File: src/rtl/capture_sequencer.sv
`default_nettype none
// ============================================================================
// Module      : capture_sequencer
// Description : Arms on request, captures a triggered burst of I/Q samples
//               into an external buffer over a simple write bus, waits for
//               every write ack, then replays the buffer through a
//               valid/ready readout port.
// Revision    : 1.0 - initial release
// ============================================================================
module capture_sequencer #(
    parameter int buffer_length = 10,
    parameter int index_bits    = 4,
    parameter int i_bits        = 12,
    parameter int q_bits        = 12
) (
    input  logic                       clk,
    input  logic                       rst,
    input  logic                       arm,
    input  logic                       trigger,
    input  logic                       in_valid,
    input  logic signed [i_bits-1:0]   in_i,
    input  logic signed [q_bits-1:0]   in_q,
    input  logic                       start_read,
    output logic [index_bits-1:0]      m_axi_waddr,
    output logic                       m_axi_wvalid,
    output logic [i_bits+q_bits-1:0]   m_axi_wdata,
    input  logic                       s_axi_wready,
    input  logic                       s_axi_bvalid,
    output logic [index_bits-1:0]      m_axi_raddr,
    output logic                       m_axi_rvalid,
    output logic                       m_axi_rready,
    input  logic                       s_axi_rvalid,
    input  logic signed [i_bits-1:0]   s_i,
    input  logic signed [q_bits-1:0]   s_q,
    output logic signed [i_bits-1:0]   out_i,
    output logic signed [q_bits-1:0]   out_q,
    output logic                       out_valid,
    input  logic                       out_ready,
    output logic                       out_last,
    output logic                       capture_done,
    output logic                       overflow,
    output logic                       busy
);

    // Counters carry one extra bit so they can hold buffer_length itself.
    localparam int              c_CW   = index_bits + 1;
    localparam logic [c_CW-1:0] c_LEN  = c_CW'(buffer_length);
    localparam logic [c_CW-1:0] c_LAST = c_CW'(buffer_length - 1);

    localparam logic [2:0] c_IDLE      = 3'd0;
    localparam logic [2:0] c_ARMED     = 3'd1;
    localparam logic [2:0] c_CAPTURE   = 3'd2;
    localparam logic [2:0] c_DRAIN     = 3'd3;
    localparam logic [2:0] c_DONE      = 3'd4;
    localparam logic [2:0] c_READ_REQ  = 3'd5;
    localparam logic [2:0] c_READ_WAIT = 3'd6;
    localparam logic [2:0] c_READ_HOLD = 3'd7;

    logic [2:0]               r_state;
    logic [2:0]               w_state_next;
    logic [c_CW-1:0]          r_wr_idx;
    logic [c_CW-1:0]          r_ack_cnt;
    logic [c_CW-1:0]          r_rd_idx;
    logic [index_bits-1:0]    r_waddr;
    logic                     r_wvalid;
    logic [i_bits+q_bits-1:0] r_wdata;
    logic [index_bits-1:0]    r_raddr;
    logic                     r_rvalid;
    logic                     r_rready;
    logic [i_bits-1:0]        r_out_i;
    logic [q_bits-1:0]        r_out_q;
    logic                     r_out_valid;
    logic                     r_out_last;
    logic                     r_capture_done;
    logic                     r_overflow;
    logic                     r_busy;

    logic                     w_window;
    logic                     w_accept;
    logic                     w_drop;
    logic                     w_ack_inc;
    logic [c_CW-1:0]          w_wr_inc;
    logic [c_CW-1:0]          w_rd_inc;
    logic [c_CW-1:0]          w_ack_total;

    // Samples are taken on the trigger cycle in ARMED and on every cycle in CAPTURE.
    assign w_window    = ((r_state == c_ARMED) && trigger) || (r_state == c_CAPTURE);
    assign w_accept    = w_window && in_valid && s_axi_wready;
    assign w_drop      = w_window && in_valid && !s_axi_wready;
    assign w_wr_inc    = r_wr_idx + 1'b1;
    assign w_rd_inc    = r_rd_idx + 1'b1;
    // Acks only matter once writes can be outstanding; saturate at the buffer size.
    assign w_ack_inc   = ((r_state == c_CAPTURE) || (r_state == c_DRAIN)) &&
                         s_axi_bvalid && (r_ack_cnt != c_LEN);
    assign w_ack_total = w_ack_inc ? (r_ack_cnt + 1'b1) : r_ack_cnt;

    // Next-state selection for the capture/readout sequence.
    always_comb begin
        w_state_next = r_state;
        case (r_state)
            c_IDLE:      if (arm) w_state_next = c_ARMED;
            c_ARMED: begin
                if (w_accept && (w_wr_inc == c_LEN))
                    w_state_next = c_DRAIN;
                else if (trigger && in_valid)
                    w_state_next = c_CAPTURE;
            end
            c_CAPTURE:   if (w_accept && (w_wr_inc == c_LEN)) w_state_next = c_DRAIN;
            c_DRAIN:     if (w_ack_total == c_LEN) w_state_next = c_DONE;
            c_DONE: begin
                if (arm)
                    w_state_next = c_ARMED;
                else if (start_read)
                    w_state_next = c_READ_REQ;
            end
            c_READ_REQ:  w_state_next = c_READ_WAIT;
            c_READ_WAIT: if (s_axi_rvalid) w_state_next = c_READ_HOLD;
            c_READ_HOLD: if (out_ready) w_state_next = r_out_last ? c_DONE : c_READ_REQ;
            default:     w_state_next = c_IDLE;
        endcase
    end

    // State, counters and every registered output.
    always_ff @(posedge clk) begin
        if (rst) begin
            r_state        <= c_IDLE;
            r_wr_idx       <= '0;
            r_ack_cnt      <= '0;
            r_rd_idx       <= '0;
            r_waddr        <= '0;
            r_wvalid       <= 1'b0;
            r_wdata        <= '0;
            r_raddr        <= '0;
            r_rvalid       <= 1'b0;
            r_rready       <= 1'b0;
            r_out_i        <= '0;
            r_out_q        <= '0;
            r_out_valid    <= 1'b0;
            r_out_last     <= 1'b0;
            r_capture_done <= 1'b0;
            r_overflow     <= 1'b0;
            r_busy         <= 1'b0;
        end else begin
            r_state  <= w_state_next;
            r_busy   <= (w_state_next != c_IDLE) && (w_state_next != c_DONE);
            // Write and read strobes are single-cycle pulses by default.
            r_wvalid <= 1'b0;
            r_rvalid <= 1'b0;
            r_rready <= 1'b0;

            if (w_accept) begin
                r_wvalid <= 1'b1;
                r_waddr  <= r_wr_idx[index_bits-1:0];
                r_wdata  <= {in_i, in_q};
                r_wr_idx <= w_wr_inc;
            end
            if (w_drop)
                r_overflow <= 1'b1;
            if (w_ack_inc)
                r_ack_cnt <= w_ack_total;

            case (r_state)
                c_DRAIN: begin
                    if (w_state_next == c_DONE)
                        r_capture_done <= 1'b1;
                end
                c_DONE: begin
                    if (arm) begin
                        r_capture_done <= 1'b0;
                        r_overflow     <= 1'b0;
                        r_wr_idx       <= '0;
                        r_ack_cnt      <= '0;
                        r_rd_idx       <= '0;
                    end else if (start_read) begin
                        // Request is raised on entry so it is high during READ_REQ.
                        r_rd_idx <= '0;
                        r_raddr  <= '0;
                        r_rvalid <= 1'b1;
                        r_rready <= 1'b1;
                    end
                end
                c_READ_WAIT: begin
                    if (s_axi_rvalid) begin
                        r_out_i     <= s_i;
                        r_out_q     <= s_q;
                        r_out_valid <= 1'b1;
                        r_out_last  <= (r_rd_idx == c_LAST);
                    end
                end
                c_READ_HOLD: begin
                    if (out_ready) begin
                        r_out_valid <= 1'b0;
                        r_out_last  <= 1'b0;
                        if (!r_out_last) begin
                            r_rd_idx <= w_rd_inc;
                            r_raddr  <= w_rd_inc[index_bits-1:0];
                            r_rvalid <= 1'b1;
                            r_rready <= 1'b1;
                        end
                    end
                end
                default: ;
            endcase
        end
    end

    assign m_axi_waddr  = r_waddr;
    assign m_axi_wvalid = r_wvalid;
    assign m_axi_wdata  = r_wdata;
    assign m_axi_raddr  = r_raddr;
    assign m_axi_rvalid = r_rvalid;
    assign m_axi_rready = r_rready;
    assign out_i        = r_out_i;
    assign out_q        = r_out_q;
    assign out_valid    = r_out_valid;
    assign out_last     = r_out_last;
    assign capture_done = r_capture_done;
    assign overflow     = r_overflow;
    assign busy         = r_busy;

endmodule
`default_nettype wire

File: config.mk
export PLATFORM = sky130hd
export DESIGN_NAME = capture_sequencer
export DESIGN_NICKNAME = d
export VERILOG_FILES = /design/src/rtl/capture_sequencer.sv
export SDC_FILE = /design/constraint.sdc
export NUM_CORES = 1
export LEC_CHECK = 0
export ABC_CLOCK_PERIOD_IN_PS = 3390
export CORE_ASPECT_RATIO = 0.7
export CORE_MARGIN = 4
export CORE_UTILIZATION = 50
export CTS_BUF_LIST = sky130_fd_sc_hd__clkbuf_8
export CTS_CLUSTER_SIZE = 12
export DETAILED_ROUTE_END_ITERATION = 8
export GPL_ROUTABILITY_DRIVEN = 0
export PLACE_DENSITY = 0.91
export SLEW_MARGIN = 30
export SYNTH_ARGS = -nofsm -noshare
export SYNTH_HDL_FRONTEND = slang
export SYNTH_SLANG_ARGS = --single-unit
File: constraint.sdc
create_clock -name clk -period 3.39 [get_ports clk]
set_input_delay 0.5085 -clock clk [delete_from_list [all_inputs] [get_ports clk]]
set_output_delay 0.5085 -clock clk [all_outputs]
set_load 0.01 [all_outputs]
Yosys cells after proc, flatten, opt, wreduce, memory -nomap -nowiden. Index checks and enable logic that the tools add are counted.

Add/sub/neg operators: 3. Eq/ne operators: 21. Multiplexer cells: 45. Reduce and logical (&&, ||, !) cells: 22.

Operator list (number): 5-bit 2-to-1 mux (11); 3-bit 2-to-1 mux (9); 3-bit one-hot mux with 8 select lines (1); 4-bit 2-to-1 mux (4); 5-bit by 1-bit adder with 5-bit output (second input constant) (3); 3-bit equality test (second input constant) (5); 5-bit by 4-bit equality test with 1-bit output (second input constant) (3); 1-bit 2-to-1 mux (14); 2-bit inequality test (second input constant) (6); 5-bit one-hot mux with 2 select lines (1); 1-bit logical AND (9); 1-bit one-hot mux with 2 select lines (4); 4-bit one-hot mux with 2 select lines (1); 3-bit by 2-bit equality test with 1-bit output (second input constant) (2); 3-bit inequality test (second input constant) (2); 3-bit AND reduction (2); 2-bit nonzero test (3); 5-bit by 4-bit inequality test with 1-bit output (second input constant) (1); 5-bit AND reduction (1); 4-bit AND reduction (1); 3-bit by 1-bit equality test with 1-bit output (second input constant) (1); 3-bit zero test (1); 3-bit nonzero test (1); 1-bit logical OR (2); other kinds (3) (3).

Register bits after elaboration: 81. Input port bits: 58. Output and inout bits: 64. Word-level logic and storage cells: 107.

Longest topological paths before layout. Gate-level depths: netlist of run 1.

Depth in word-level cells: 11. Depth in mapped cells: 7. Mapped depth without buffers: 7.

Worst setup path after synthesis of run 1. OpenSTA, ideal clock, no wires.

Path kind: flip-flop to flip-flop. Start: reg r_ack_cnt[0]. End: reg r_capture_done, in the netlist capture_done. Library setup time: 0.058 ns. Arrival time: 1.776 ns. Data required time: 3.332 ns. Path slack: 1.556 ns. Stages on the path, launching flop included: 8. Path buffers: 0. Clock period less this slack: 1.834 ns. Cell sequence: dfxtp_1 > inv_1 > ha_1 > or3_1 > nor3_1 > nor3_1 > a2111oi_2 > a21o_1.

Longest elaborated chain between the ends: 9. Elaborated cells on any way between the ends: 10. Those cells by class: 1 x add/sub; 4 x eq/ne; 3 x mux; 2 x reduce/logical.

Ends and longest elaborated chain: from (decl) (RTL line 62) `logic [c_CW-1:0] r_ack_cnt;`; from (signal assigned) (RTL line 160) `r_ack_cnt <= w_ack_total;`; branches (longest 2 deep; another with 5-bit by 1-bit adder with 5-bit output); 5-bit 2-to-1 mux (*) (RTL line 95) `assign w_ack_total = w_ack_inc ? (r_ack_cnt + 1'b1) : r_ack_cnt;`; 5-bit by 4-bit equality test with 1-bit output (*) (RTL line 109) `c_DRAIN: if (w_ack_total == c_LEN) w_state_next = c_DONE;`; 3-bit 2-to-1 mux (*) (RTL line 109); 3-bit one-hot mux with 8 select lines (*) (RTL line 100) `case (r_state)`; 3-bit equality test (*) (RTL line 164) `if (w_state_next == c_DONE)`; 2-bit by 1-bit inequality test with 1-bit output (no source line) (*); 3-bit AND reduction (no source line) (*); to (signal assigned) (RTL line 140) `r_capture_done <= 1'b0;`; to (signal assigned) (RTL line 165) `r_capture_done <= 1'b1;`; to (signal assigned) (RTL line 169) `r_capture_done <= 1'b0;`; to (decl) (RTL line 74) `logic r_capture_done;`.

Every way passes the cells marked *. A chain may end at the register's enable or synchronous reset.

Worst setup path after layout of run 1. Ends and elaborated chain as after synthesis.

==> key figures, run 1 <==
Status
  • Status: finished, final reports clean

Finish
  • Nets: roughly 590
  • P&R area growth vs syn: 41.6%
  • Share of cells above drive strength 1: under 10%
  • N_diodes: 0
  • Fin cells: 619

Worst setup path
  • R2R Setup Slk: 1.20 ns
  • Worst R2R Path Depth: 7
  • CP Max Fanout: 5
  • Worst EP arrival: between 2 and 2.5 ns
  • CP Launch Type: flop
  • Crit end category: flop
  • Crit Path Class: reg -> reg
  • FF-to-FF End: capture_done
  • Data required, critical path: roughly 3.7 ns
  • RR Startpoint: r_ack_cnt[0]

Global route
  • Congestion Overflow GR: 0
  • Vias in the first global route: a little over 3000
  • Largest net degree at the start of global routing: 42
  • GR Util All Layers: between 20% and 30%
  • Initial antenna violation count: 0
  • First-pass GRT wire length: 14500 um

Power and ir drop
  • Peak supply drop: between 300 and 400 uV
  • Leakage: about 0.0017 uW
  • Register share of total power: around 55%
  • PD cells: about 380 nW/um2
  • Net Sw Power: 449 uW
  • Sw Ratio: 25.1%
  • Clk pwr share: around 35%
  • Int Power: ~1300 uW
  • Comb power frac: a little under a tenth

Routing
  • Vias after detailed routing: between 3000 and 4000
  • WL/cell: about 14 um
  • Initial drt markers: about 150
  • Final wirelength: around 9000 um
  • Drt drc: 0
  • Antenna-violating nets left: 0
  • Drt pass-1 iters: 5
  • Avg Vias per Cell: 5.21

Logic synthesis
  • Post-Syn Area: around 3400 um2
  • Syn_nets: 478
  • Seq/Total Area, Yosys: 48.3%
  • Mapped Cells: 414
  • Post-synth EDFFs: 0
  • Top post-synthesis cells by area: dfxtp_1 (48%), nand2_1 (13%), a21oi_1 (9.7%)
  • Syn Area/Cell: roughly 8.1 um2
  • Post-synth cell types: between 40 and 50
  • Async S/R FF share, synth: 0%
  • Synth Flop Type: dfxtp_1
  • Most area-hungry cell type in the Yosys netlist: dfxtp_1
  • Syn. warnings: 0
  • Yosys top cell area share: about half
  • Synthesized flop and latch total: slightly above 80

Hold path
  • Hold Path Depth: 2
  • Min-Delay Path Class: reg -> reg
  • Hold path endpoint: m_axi_wdata[5]
  • HP Start: m_axi_wdata[5]

Timing
  • Relative slew slack: between 30% and 40%
  • Final hold violation count: 0
  • Setup Skew: 0.00734 ns
  • Post-layout minimum cycle time: around 2.2 ns
  • Number of setup violations in the final report: 0
  • RSZ-0062 raised after global routing: false
  • Setup TNS: 0 ns
  • Tightest Pin Transition: ~0.91 ns
  • Worst hold slack: 0.456 ns
  • FMAX: between 400 and 500 MHz
  • Slew Limit Fails: 0
  • Tcrit/Tclk final: between 60% and 70%

Die
  • Die Area: just over 8000 um2
  • Die Wd: 106 um
  • Initial Util: between 50% and 60%
  • Core area: 6370 um2
  • # IOs: around 120
  • # rows: 24
  • Die height: about 77 um

Clock network
  • Clock Sinks: 81
  • Clock latency on the worst-skew pair: between 0.3 and 0.4 ns
  • Post-CTS resize count: 0
  • CTS clk-pin slew, worst paths: around 0.090 ns
  • Number of buffers added for setup after CTS: 0
  • CTS Buf Count: 9
  • Max Root-Sink Buffers: 2
  • CTS tree: built
  • CTS H-Tree Depth: 3
  • Root Driver: clkbuf_8
  • # hold bufs at CTS: 0

Run
  • Max_cap viols: 0

Placed design
  • DP Wirelength: 6380 um
  • Port Buffers: around 120
  • Cell count after placement: around 600
worst max path at each step:
stage / slack [ns] / end / start / depth (start not counted)
global placement: 1.07 / out_last / s_axi_rvalid / 5
global route: 1.02 / capture_done / r_ack_cnt[0] / 7
detailed placement: 1.03 / out_i[7] / s_axi_rvalid / 5
finish: 1.20 / capture_done / r_ack_cnt[0] / 7
CTS: 1.19 / capture_done / r_ack_cnt[0] / 7
floorplan: 1.56 / capture_done / r_ack_cnt[0] / 7
area by class of cell:
class	instances	area, um2
Fill cell	495	1620
Clock buffer	9	124
Clock inverter	7	53.8
Inverter	6	22.5
Sequential cell	81	1620
Tap cell	91	114
Timing Repair Buffer	125	1240
Multi-Input combinational cell	300	1580
per-layer routing:
layer	vias up	track usage, %	wire, um
li1	1614	-	-
met1	1478	25.7	3770
met2	120	36.3	4180
met3	11	8.98	772
met4	0	5.43	94
met5	-	0	0
state kept, by name, indices dropped and copies added, names as in the netlist:
signal / count
r_rd_idx: 5
overflow: 1
out_valid: 1
m_axi_wvalid: 1
out_i: 12
out_last: 1
m_axi_rready: 1
r_state: 3
m_axi_wdata: 24
r_wr_idx: 5
m_axi_waddr: 4
out_q: 12
r_ack_cnt: 5
m_axi_raddr: 4
busy: 1
capture_done: 1
critical path: stages, from the launching register on:
cell and delay, ns:
dfxtp_1 0.42, inv_1 0.09, ha_1 0.34, or3_1 0.36, nor3_1 0.21, nor3_1 0.11, a2111oi_2 0.45, a21o_1 0.14
synth_stat cells (3+ instances only):
library cell,count
nor2b_1,4
xor2_1,6
nor3_1,5
xnor2_1,6
nand2_1,118
a21o_1,5
or3_1,3
nand3_1,4
o21ai_0,3
nor3b_1,5
buf_2,9
a21oi_1,65
dfxtp_1,81
and3b_1,4
inv_1,6
ha_1,6
a211oi_1,3
clkbuf_1,13
buf_4,5
nand3b_1,4
a31oi_1,5
nor2_1,26
nand4_1,4
power groups by stage:
stage          registers, uW  clock network (uW)  logic, uW
6_report                 984                 632        171
3_3_place_gp            1010                   0        168
2_1_floorplan           1000                   0       74.3
5_1_grt                  987                 705        185
3_5_place_dp            1010                   0        170
4_1_cts                  984                 657        172
layout by cell type, fill, tap and decap left out, types with 2 or more instances in the layout:
cell type / netlist / routed
a211oi_1: 3 / 3
a21o_1: 5 / 5
a21oi_1: 65 / 65
a31oi_1: 5 / 5
and3_1: 2 / 2
and3b_1: 4 / 4
buf_4: 5 / 4
clkbuf_8: 0 / 9
clkdlybuf4s50_1: 0 / 120
clkinvlp_4: 0 / 3
dfxtp_1: 81 / 81
ha_1: 6 / 6
inv_1: 6 / 6
inv_6: 0 / 3
nand2_1: 118 / 118
nand3_1: 4 / 4
nand3b_1: 4 / 4
nand4_1: 4 / 4
nor2_1: 26 / 26
nor2b_1: 4 / 4
nor3_1: 5 / 5
nor3b_1: 5 / 5
nor4_1: 2 / 2
o21ai_0: 3 / 3
o31ai_1: 2 / 2
or3_1: 3 / 3
xnor2_1: 6 / 6
xor2_1: 6 / 6
logic make-up (layout without fill, tap and decap cells):
group / Yosys count / count (layout) / synth area share (%)
and+or+nand+nor: 188 / 188 / 25.1
adders and majority gates: 6 / 6 / 2.24
DFF: 81 / 81 / 48.3
xor gates and xnor gates: 12 / 12 / 3.13
buffers and inverters: 33 / 147 / 4.59
AOI/OAI and AO/OA: 94 / 94 / 16.6
through the flow:
step	cell area [um2]	worst slack, ns	power [uW]	utilization [%]
after floorplan	3350	1.56	1080	-
after global placement	4570	1.07	1170	71.8
after detailed placement	4570	1.03	1180	71.8
after CTS	4750	1.19	1810	74.6
after global routing	4750	1.02	1880	74.6
final	4750	1.20	1790	74.6
(Power assumes the default switching activity.)
==> run 2, diff against run 1 <==
--- a/config.mk
+++ b/config.mk
@@ -5,15 +5,15 @@
 export SDC_FILE = /design/constraint.sdc
 export NUM_CORES = 1
 export LEC_CHECK = 0
-export ABC_CLOCK_PERIOD_IN_PS = 3390
+export ABC_CLOCK_PERIOD_IN_PS = 2250
 export CORE_ASPECT_RATIO = 0.7
 export CORE_MARGIN = 4
-export CORE_UTILIZATION = 50
+export CORE_UTILIZATION = 46
 export CTS_BUF_LIST = sky130_fd_sc_hd__clkbuf_8
 export CTS_CLUSTER_SIZE = 12
 export DETAILED_ROUTE_END_ITERATION = 8
 export GPL_ROUTABILITY_DRIVEN = 0
-export PLACE_DENSITY = 0.91
+export PLACE_DENSITY = 0.85
 export SLEW_MARGIN = 30
 export SYNTH_ARGS = -nofsm -noshare
 export SYNTH_HDL_FRONTEND = slang
==> constraint.sdc (replaced) <==
create_clock -name clk -period 2.25 [get_ports clk]
set_input_delay 0.3375 -clock clk [delete_from_list [all_inputs] [get_ports clk]]
set_output_delay 0.3375 -clock clk [all_outputs]
set_load 0.01 [all_outputs]
==> run 2 against run 1 <==
Non-clock buffer count rose by 2; fmax rose by 6.5%; design area rose by 1.7%; largest power group unchanged; first-iteration DRC count rose by 35%; largest cell class unchanged.
==> key figures, run 2 (synthesis gave the netlist of run 1 again) <==
Die
  • Initial Util: between 40% and 50%
  • # IOs: ~120
  • # rows: 25
  • Die Area: between 8000 and 9000 um2
  • Die Wd: between 100 and 150 um
  • Die height: between 70 and 80 um
  • Core area: 6910 um2

Timing
  • Setup TNS: 0 ns
  • Final hold violation count: 0
  • Tcrit/Tclk final: 91.2%
  • Slew Limit Fails: 0
  • Worst hold slack: 0.457 ns
  • FMAX: 487 MHz
  • RSZ-0062 raised after global routing: false
  • Setup Skew: 0.00765 ns
  • Tightest Pin Transition: 0.590 ns
  • Post-layout minimum cycle time: between 2 and 2.5 ns
  • Number of setup violations in the final report: 0
  • Relative slew slack: 60.7%

Clock network
  • Clock Sinks: 81
  • Root Driver: clkbuf_8
  • Clock latency on the worst-skew pair: roughly 0.35 ns
  • CTS clk-pin slew, worst paths: roughly 0.080 ns
  • CTS tree: built
  • CTS H-Tree Depth: 3
  • Max Root-Sink Buffers: 2
  • CTS Buf Count: 9

Global route
  • Initial antenna violation count: 0
  • Global routing's busiest layer: met2
  • First-pass GRT wire length: around 14000 um
  • Vias in the first global route: ~3100
  • Congestion Overflow GR: 0
  • Met1 GRT Util: between 20 and 30%
  • Largest net degree at the start of global routing: 42
  • Met2 usage: 31.7%
  • Met3 GRT Util: under 10%
  • GR Util All Layers: around 20%

Routing
  • Antenna-violating nets left: 0
  • Final wirelength: 8890 um
  • Initial drt markers: ~200
  • Drt drc: 0
  • Drt pass-1 iters: 4
  • Vias after detailed routing: between 3000 and 4000
  • WL/cell: between 10 and 15 um
  • Avg Vias per Cell: ~5.2

Finish
  • Most common cell after layout, fill and taps aside: clkdlybuf4s50_1
  • N_diodes: 0
  • Fillers: 569
  • Commonest cells after routing, fill and taps aside: clkdlybuf4s50_1 (120), nand2_1 (118), dfxtp_1 (80), a21oi_1 (65), nor2_1 (26)
  • Max reg flops: 24
  • Nets: 589
  • P&R area growth vs syn: 44.0%
  • Share of cells above drive strength 1: under 10%

Power and ir drop
  • Peak supply drop: roughly 410 uV
  • PD cells: slightly above 600 nW/um2
  • Leakage: about 0.0017 uW

Run
  • Max_cap viols: 0

Worst setup path
  • Data required, critical path: 2.46 ns
  • Crit Path Class: reg -> reg
  • R2R Setup Slk: 0.20 ns
  • CP Max Fanout: 5
  • Critical path's slowest cell: dfxtp_1
  • Worst path max stage delay: ~0.42 ns
  • Crit end category: flop
  • Worst EP arrival: approximately 2.3 ns
  • CP Launch Type: flop
  • CP Cell Sequence: inv_1 > ha_1 > or3_1 > nor3_1 > nor4_1 > a31oi_1 > a211oi_1

Status
  • Status: finished, final reports clean

Placed design
  • DP Wirelength: about 6500 um
  • Port Buffers: roughly 120

Hold path
  • Min-Delay Path Class: reg -> reg
==> run 2: what timing repair did <==
item                       CTS  global route
gates resized for setup      0             1
buffers inserted             0             0
setup endpoints to repair    0             1
hold buffers                 0             0
==> run 2: final cells by class <==
| type | count | area [um2] | share of cell area, % |
|---|---|---|---|
| Clock buffer | 9 | 124 | 2.56 |
| Clock inverter | 7 | 100 | 2.07 |
| Inverter | 6 | 22.5 | 0.466 |
| Multi-Input combinational cell | 300 | 1580 | 32.7 |
| Sequential cell | 81 | 1620 | 33.6 |
| Tap cell | 94 | 118 | 2.44 |
| Timing Repair Buffer | 127 | 1260 | 26.2 |
==> run 2: path summary, 6_finish.rpt <==
path / start / end / cells past startpoint
worst min-delay path: out_q[9] / out_q[9] / 2
worst max register to register: r_ack_cnt[0] / r_state[0] / 7
worst min register to register: out_q[9] / out_q[9] / 2
worst max-delay path: r_ack_cnt[0] / r_state[0] / 7
==> run 2: worst max-delay path: cells and delay by family, from the launching register on <==
kind            cells  cell delay, ns
simple gates        3            0.66
compound gates      2            0.43
flops               1            0.42
fa+ha+maj           1            0.33
buf+inv             1            0.09
==> run 2: where the power goes <==
part           internal (uW)  total [uW]  leakage, uW  switching (uW)
Sequential              1460        1480     0.000654            28.2
Clock                    637        1180     0.000115             547
Combinational            155         262     0.000949             107
Total                   2250        2930      0.00172             682
==> run 2: metal layers <==
metal / share of wire [%] / routed length, um
met1: 43 / 3820
met2: 45 / 4010
met3: 10 / 921
met4: 1.4 / 128
met5: 0 / 0
==> run 2: through the flow <==
step | area [um2] | cells | util, % | setup slack (ns) | total power (uW)
finish | 4830 | 624 | 69.9 | 0.197 | 2930
global route | 4830 | 624 | 69.9 | 0.0349 | 3050
CTS | 4830 | 624 | 69.8 | 0.213 | 2970
detailed placement | 4600 | 608 | 66.6 | 0.185 | 1780
global placement | 4600 | 608 | 66.6 | 0.267 | 1770
floorplan | 3350 | 414 | - | 0.416 | 1620
==> RTL change, RTL diff (settings of run 2) <==
The parameter `i_bits` goes from 12 to 24.
--- a/src/rtl/capture_sequencer.sv
+++ b/src/rtl/capture_sequencer.sv
@@ -10,7 +10,7 @@
 module capture_sequencer #(
     parameter int buffer_length = 10,
     parameter int index_bits    = 4,
-    parameter int i_bits        = 12,
+    parameter int i_bits        = 24,
     parameter int q_bits        = 12
 ) (
     input  logic                       clk,
Ports: changed (resized in_i, m_axi_wdata, out_i and s_i); port bits go from 122 to 170. No check against the original RTL was run, so the function may have changed too.
==> RTL change against run 2 <==
- first-iteration DRC count increased by 8.6%
- combinational power up 35%
- clock power down 6%
- critical path type unchanged
- total power increased by 15%
- non-clock buffer count increased by 52
- worst setup slack improved by 0.062 ns
- sequential share of layout area grew 0.58 points
- synthesized cell count grew 24%
- highest routed layer unchanged
- routed wire length grew 34%
- area after synthesis increased by 25%
- global-route usage up 1.6 points
- sequential cell count increased by 24
- design area grew 27%
- sequential power up 29%
==> RTL change: results <==
export IMPL_vias_per_cell=5.188
export IMPL_synth_xor_area_share_pct=2.303
export IMPL_post_cts_setup_buffers=0
export IMPL_yosysSeqAreaShare_pct=50.24
export IMPL_place_ws_ns=0.2080
export IMPL_numCtsBuffers=9
export IMPL_clkTransAtPathRegs_ns=0.10
export IMPL_finalSetupViolCount=0
export IMPL_syn_nets=600
export IMPL_nets=757
export IMPL_instances_no_fill=794
export IMPL_slew_viol_final=0
export IMPL_pwr_share_seq_pct=56.7
export IMPL_dp_cells=778
export IMPL_wl_per_cell_um=15.01
export IMPL_layout_drive_gt1_share_pct=5.935
export IMPL_avgSynthCellArea_um2=8.172
export IMPL_synth_compound_area_share_pct=15.79
export IMPL_nFillCells=697
export IMPL_path_max_fanout=7
export IMPL_io_buffers=169
export IMPL_grt_pass1_wl_um=18940
export IMPL_power_leakage_nw=2.131
export IMPL_largest_reg_flops=36
export IMPL_drt_iter0_markers=214
export IMPL_slew_headroom_pct=64.34
export IMPL_slowest_delay_ns=0.50
export IMPL_grt_ovfl_total=0
export IMPL_power_frac_comb_pct=10.5
export IMPL_grt_total_usage_pct=22.02
export IMPL_fin_skew_ns=0.008285
export IMPL_peakVddDrop_v=0.0004248
export IMPL_synth_commonest_cells="nand2_1 (167), dfxtp_1 (105), a21oi_1 (92)"
export IMPL_yosys_top_cells_area="dfxtp_1 (50%), nand2_1 (15%), a21oi_1 (11%)"
export IMPL_grt_max_degree=45
export IMPL_p_sw_mw=0.7894
export IMPL_synthArstFlopShare_pct=0
export IMPL_netlist_cell_type_count=50
export IMPL_h_tree_depth=3
export IMPL_powerComb_mw=0.354
export IMPL_hp_class="in -> reg"
export IMPL_cp_slowest_cell="dfxtp_1"
export IMPL_yosys_mux_area_fraction_pct=0.9569
export IMPL_synth_adder_area_share_pct=1.794
export IMPL_ys_seq_elements=105
export IMPL_clkLatencyLatePin_ns=0.35
export IMPL_dp_hpwl_um=8873
export IMPL_status="finished clean"
export IMPL_grt_pass1_vias=4033
export IMPL_place_area_um2=5957
==> RTL change: changes by cell type in the layout (fill, tap and decap cells not counted), moves of 4 or more <==
cell,delta
clkdlybuf4s50_1,+48
a21oi_1,+27
dfxtp_1,+25
nand2_1,+49
mux2i_1,+4
==> RTL change: cell type report <==
| type | instances | area, um^2 | share of cell area, % |
|---|---|---|---|
| clock buffer | 12 | 165.2 | 2.686 |
| tap | 120 | 150.1 | 2.442 |
| sequential | 105 | 2102 | 34.18 |
| inverter | 7 | 26.28 | 0.4273 |
| clock inverter | 4 | 27.53 | 0.4476 |
| timing repair buffer | 179 | 1787 | 29.05 |
| multi-input combinational | 367 | 1892 | 30.76 |
==> RTL change: routing by layer <==
metal / global-route usage (%) / vias up / share of wire [%]
met5: 0 / - / 0
met4: 7.019 / 0 / 1.2
met3: 8.586 / 11 / 9.7
met2: 37.98 / 164 / 48
met1: 25.47 / 1934 / 41
li1: - / 2010 / -
==> RTL change: critical path: cells and delay by family, from the launching register on <==
family                   cells  cell delay [ns]
adder cells (fa/ha/maj)      1             0.34
flip-flops                   1             0.50
multiplexers                 1             0.28
AO/OA/AOI/OAI                2             0.29
AND/OR/NAND/NOR              2             0.52
==> RTL change: worst paths after layout <==
check	slack [ns]	cells past startpoint	start	to
max	0.26	6	r_ack_cnt[0]$_SDFF_PP0_	capture_done$_SDFFE_PP0P_
min	0.44	2	rst	m_axi_wdata[6]$_SDFFE_PP0N_
max reg2reg	0.26	6	r_ack_cnt[0]$_SDFF_PP0_	capture_done$_SDFFE_PP0P_
min reg2reg	0.46	2	m_axi_waddr[2]$_SDFFE_PP0N_	m_axi_waddr[2]$_SDFFE_PP0N_
